[src/rtl/apb_master_bridge.sv]
// apb_master_bridge: single-outstanding host command to APB master, paced by a free-running pclken divider
module apb_master_bridge #(
  parameter int ADDR_BITS = 16,
  parameter int CLK_DIV   = 2,
  parameter int TIMEOUT   = 255
) (
  input  logic                 clk,
  input  logic                 reset_n,
  input  logic                 cmd_valid,
  output logic                 cmd_ready,
  input  logic                 cmd_write,
  input  logic [ADDR_BITS-1:0] cmd_addr,
  input  logic [31:0]          cmd_wdata,
  output logic                 rsp_valid,
  output logic [31:0]          rsp_rdata,
  output logic                 rsp_err,
  output logic                 rsp_timeout,
  output logic                 pclken,
  output logic                 psel,
  output logic                 penable,
  output logic                 pwrite,
  output logic [ADDR_BITS-1:0] paddr,
  output logic [31:0]          pwdata,
  input  logic [31:0]          prdata,
  input  logic                 pslverr,
  input  logic                 pready
);
  localparam int CW = CLK_DIV > 1 ? $clog2(CLK_DIV) : 1;
  typedef enum logic [1:0] {IDLE, SETUP, ACCESS, RESP} state_t;
  state_t state, state_d;
  logic [CW-1:0] cnt;
  logic [7:0] tocnt;
  logic rdy_q, pend, h_write, to_hit;
  logic [ADDR_BITS-1:0] h_addr;
  logic [31:0] h_wdata;
  assign pclken = cnt == CW'(CLK_DIV - 1);
  assign cmd_ready = rdy_q & (state == IDLE) & ~pend;
  assign to_hit = tocnt == 8'(TIMEOUT - 1);
  always_comb begin
    state_d = state;
    unique case (state)
      IDLE:   state_d = pclken && pend ? SETUP : IDLE;
      SETUP:  state_d = pclken ? ACCESS : SETUP;
      ACCESS: state_d = pclken && (pready || to_hit) ? RESP : ACCESS;
      RESP:   state_d = IDLE;
      default: state_d = IDLE;
    endcase
  end
  always_ff @(posedge clk or negedge reset_n)
    if (!reset_n) state <= IDLE;
    else state <= state_d;
  always_ff @(posedge clk or negedge reset_n) begin
    if (!reset_n) begin
      cnt <= '0;
      tocnt <= '0;
      rdy_q <= 1'b0;
      pend <= 1'b0;
      h_write <= 1'b0;
      h_addr <= '0;
      h_wdata <= '0;
      rsp_valid <= 1'b0;
      rsp_rdata <= '0;
      rsp_err <= 1'b0;
      rsp_timeout <= 1'b0;
      psel <= 1'b0;
      penable <= 1'b0;
      pwrite <= 1'b0;
      paddr <= '0;
      pwdata <= '0;
    end else begin
      cnt <= pclken ? '0 : cnt + CW'(1);
      rdy_q <= 1'b1;
      rsp_valid <= state == RESP;
      if (cmd_valid && cmd_ready) begin
        pend <= 1'b1;
        h_write <= cmd_write;
        h_addr <= cmd_addr;
        h_wdata <= cmd_wdata;
      end
      if (pclken) begin
        if (state == IDLE && pend) begin
          pend <= 1'b0;
          psel <= 1'b1;
          penable <= 1'b0;
          pwrite <= h_write;
          paddr <= h_addr;
          pwdata <= h_wdata;
        end
        if (state == SETUP) begin
          penable <= 1'b1;
          tocnt <= '0;
        end
        // pready wins over a coincident timeout
        if (state == ACCESS) begin
          if (pready || to_hit) begin
            psel <= 1'b0;
            penable <= 1'b0;
            rsp_rdata <= pready && !pwrite ? prdata : 32'h0;
            rsp_err <= pready ? pslverr : 1'b1;
            rsp_timeout <= !pready;
          end else begin
            tocnt <= tocnt + 8'd1;
          end
        end
      end
    end
  end
endmodule

[config.mk]
export PLATFORM = sky130hd
export DESIGN_NAME = apb_master_bridge
export DESIGN_NICKNAME = d
export VERILOG_FILES = /design/src/rtl/apb_master_bridge.sv
export SDC_FILE = /design/constraint.sdc
export NUM_CORES = 1
export LEC_CHECK = 0
export BUFFER_PORTS_ARGS = -buffer_cell sky130_fd_sc_hd__buf_2
export CAP_MARGIN = 25
export CORE_ASPECT_RATIO = 0.8
export CORE_MARGIN = 3
export CORE_UTILIZATION = 40
export DETAILED_ROUTE_END_ITERATION = 10
export GPL_TIMING_DRIVEN = 0
export PLACE_DENSITY = 0.61
export SYNTH_ARGS = -nofsm -noshare
export SYNTH_HDL_FRONTEND = slang
export SYNTH_SLANG_ARGS = --single-unit
[constraint.sdc]
create_clock -name clk -period 5.35 [get_ports clk]
set_clock_uncertainty 0.2 [all_clocks]
set_input_delay 1.07 -clock clk [delete_from_list [all_inputs] [get_ports clk]]
set_output_delay 1.07 -clock clk [all_outputs]
set_load 0.02 [all_outputs]
Word level (Yosys, flattened, before mapping)
Cells that the tools add are included.
{"block": "word_totals", "word_cells": 57, "ff_bits": 148}
{"block": "classes", "add_sub_neg": 2, "n_mux": 20, "reduce_logical": 11, "eq_ne": 4, "n_bitwise": 3}
{"op": "two-way mux 32 bit", "count": 1}
{"op": "two-way mux 8 bit", "count": 3}
{"op": "two-way mux 1 bit", "count": 14}
{"op": "adder 8 x 1 -> 8 bit, second input constant", "count": 1}
{"op": "equality test 8 bit, second input constant", "count": 1}
{"op": "case mux 2 bit (4 select lines)", "count": 1}
{"op": "logical AND 1 bit", "count": 5}
{"op": "equality test 2 bit, second input constant", "count": 2}
{"op": "AND reduction 3 bit", "count": 1}
{"op": "AND 1 bit", "count": 2}
{"op": "equality test 2 x 1 -> 1 bit, second input constant", "count": 1}
{"op": "zero test 1 bit", "count": 2}
{"op": "zero test 2 bit", "count": 1}
{"op": "two-way mux 2 bit", "count": 1}
{"op": "AND reduction 2 bit", "count": 1}
{"op": "adder 1 bit, second input constant", "count": 1}
{"op": "logical OR 1 bit", "count": 1}
{"op": "inverter 1 bit", "count": 1}

Depth between registers and ports, before layout
{"block": "depth", "depth_word": 7, "mapped_depth": 8, "mapped_depth_nobuf": 6}

Worst setup path after synthesis
No wires, ideal clock.
{"block": "synth_path", "path_type": "flip-flop to output port", "from": "reg state[0]", "to": "out cmd_ready", "stages_incl_launch_ff": 3, "arrival_time_ps": 935, "slack_ps": 3145, "required_ps": 4080, "path_cell_list": "dfrtp_1 -> buf_6 -> nor4b_4"}
{"block": "synth_via", "elab_chain_len": 3}
{"element": "from (decl)", "line_no": "30", "source": "state_t state, state_d;"}
{"element": "from (signal assigned)", "line_no": "51", "source": "else state <= state_d;"}
{"element": "zero test 2 bit", "line_no": "37", "source": "assign cmd_ready = rdy_q & (state == IDLE) & ~pend;"}
{"element": "AND 1 bit (2 in series)", "line_no": "37"}
{"element": "to (decl)", "line_no": "10", "source": "output logic cmd_ready,"}
Every way passes these cells.

Worst setup path in the final report
Ends and elaborated chain as after synthesis.

==> results.yml <==
die:
  rows: 39
  pin_count: 174
  fp.coreArea_mm2: 0.0144
  die_w_um: 143
  die_area_mm2: 0.0165
  start_util_pct: 41.4
  die_y_um: 115
route:
  drt_iter0_drc: 166
  antenna_left: 0
  routedWlPerCell_um: 15.5
  vias_per_cell: 4.72
  totalWireLength_um: 12600
  drcViolationCount: 0
  vias: 3856
  dr.pass1.iters: 4
synth:
  synth_top_area_share_pct: 61.9
  yosys.area.top_type: "dfrtp_1"
  synth_ff_type: "dfrtp_1"
  synth_edf_count: 0
  synthDistinctLibCells: 40
  syn_nets: 515
  seq_area_frac_synth_pct: 61.9
  ys_ff_latch: 148
  syn_area_per_cell_um2: 14.0
  yosys-top-cells-area: "dfrtp_1 62%, mux2_2 16%, mux2i_1 6.2%, nand2_1 2.8%, mux2_4 2.8%"
  async_reset_ff_share_pct: 100
  yosys_warnings: 0
  syn_area_mm2: 0.00598
  netlist_instances: 427
run_status:
  status: "finished, final reports clean"
power:
  leakagePower_nw: 3.82
  pwr_density_cell_mw_per_mm2: 636
  vdd_drop_max_uv: 346
setup_path:
  rr_worst_depth: 5
  path_cells: "buf_6 -> nor4b_4 -> buf_2"
  cpPeakStageDelay_ps: 390
  start_kind: "register"
  path_class: "reg -> out"
  path_max_fanout: 10
  cp.required_ps: 4080
  crit_arrival_ps: 1500
  r2r_end: "paddr[9]"
  critPathSlowestCell: "dfrtp_1"
  r2r_slack_ps: 3300
  end_kind: "output port"
timing:
  maxSlewViolCount: 0
  fmax_mhz: 361
  finalSetupViolCount: 0
  post-route-period-util_pct: 51.8
  period_needed_ps: 2770
  hold_violations: 0
  max_slew_margin_pct: 56.3
  rsz0062_at_grt: "no"
  tightestPinTransition_ps: 656
  setup_tns_ps: 0
  setup_slack_ps: 2580
worst_hold_path:
  hp-class: "reg -> reg"
  hold_depth: 1
  hp-start: "h_wdata[27]"
  hold_path_end: "pwdata[27]"
final_layout:
  layout.nets: 708
  multiInputGateArea_mm2: 0.00199
  final_layout_size_suffix_gt1_share_pct: 50.7
  regArea_mm2: 0.00370
  n_antenna_cell: 0
  layout_commonest_cell: "buf_2"
  syn2layout_area_growth_pct: 29.6
  final_cells: 817
  fill_cells: 1258
  final_cell_mix: "178 x buf_2, 148 x dfrtp_1, 87 x mux2_2"
global_route:
  overflow: 0
  groute.usage.overall_pct: 16.0
  grt_use_met3_pct: 7.86
  met1_usage_pct: 20.2
  grt_max_degree: 79
  grt_use_met2_pct: 23.8
  grt_first_pass_wirelength_um: 20400
  first_global_vias: 4006
  antenna_found_initial: 0
  gr-max-usage-layer: "met2"
clocking:
  cts_root_buf: "clkbuf_16"
  cts_setup_buffers: 0
  insertion_delay_ps: 420
  cts_buffers: 17
  post_cts_resized: 0
  numClockSinks: 148
  htreeDepth: 4
  clkTransAtPathRegs_ps: 60
  hold_buffers: 0
  cts.path.max_buffers: 2
  cts_tree: "done"
placed_design:
  dpl.cell_count: 785
  dp_slack_ps: 2770
  io_buffer_count: 173
  dp_hpwl_um: 9210
  gp_congestion: 0.859
job:
  maxCapViolations: 0
[critical path, delay by kind of cell, from the launching register on]
kind / cells / cell delay, ps
buf+inv: 2 / 360
flops: 1 / 390
simple gates: 1 / 340
[how the worst max path moves through the flow]
stage                         from  depth (start not counted)            end
after floorplan           state[0]                          2      cmd_ready
after global placement     reset_n                          1    h_wdata[16]
after detailed placement    pready                          6  rsp_rdata[20]
after CTS                 state[0]                          3      cmd_ready
after global routing      state[0]                          3      cmd_ready
final                     state[0]                          3      cmd_ready
[synthesized netlist by cell type, types with 2 or more instances]
| master | number |
|---|---|
| nor2_1 | 10 |
| clkbuf_1 | 3 |
| dfrtp_1 | 148 |
| nand3_1 | 2 |
| ha_1 | 2 |
| mux2i_1 | 37 |
| nand2_1 | 45 |
| and3_1 | 2 |
| nand4_1 | 2 |
| inv_1 | 36 |
| o21a_1 | 2 |
| mux2_2 | 87 |
| buf_2 | 6 |
| mux2_4 | 11 |
| buf_6 | 9 |
[flip-flops by register name (all words and copies together), names as in the netlist, 8 cells and up, named ones only]
name / count
rsp_rdata: 32
pwdata: 32
tocnt: 8
h_addr: 16
h_wdata: 32
paddr: 16
[metal layers]
layer / vias up / wire length [µm]
met1: 1874 / 5600
met2: 137 / 5540
li1: 1826 / -
met4: 0 / 202
met3: 19 / 1290
met5: - / 0
[per-stage QoR]
stage | util (%) | hold slack (ps) | instance area, µm² | total power, mW
2_1_floorplan | - | 274 | 5980 | 3.10
3_3_place_gp | 49.0 | 278 | 7080 | 3.63
3_5_place_dp | 49.2 | 287 | 7110 | 3.70
4_1_cts | 53.7 | 300 | 7750 | 5.01
5_1_grt | 53.7 | 303 | 7750 | 5.25
6_report | 53.7 | 295 | 7750 | 4.93
[power breakdown]
| part | switching [mW] | internal [mW] |
|---|---|---|
| Sequential | 0.261 | 1.63 |
| Clock | 0.448 | 0.827 |
| Combinational | 0.937 | 0.827 |
[logic make-up (layout without fill, tap and decap cells)]
logic type / count (synthesis) / in the layout / share of synthesized area, %
buf+inv: 55 / 261 / 4.77
xor+xnor: 1 / 1 / 0.146
fa+ha+maj: 2 / 2 / 0.418
simple gates: 74 / 74 / 5.94
flops: 148 / 148 / 61.9
mux: 135 / 135 / 25.3
other cells: 1 / 1 / 0.0627
compound gates: 11 / 11 / 1.42
[cell type report]
type / count / area share (%)
clock inverters: 13 / 2.66
plain buffers: 19 / 1.94
multi-input cells: 224 / 25.7
clock buffers: 19 / 5.59
inverters: 36 / 1.74
flip-flops and latches: 148 / 47.8
well taps: 184 / 2.97
repair buffers: 174 / 11.6
Note: power is estimated with default switching activity, not from simulation.
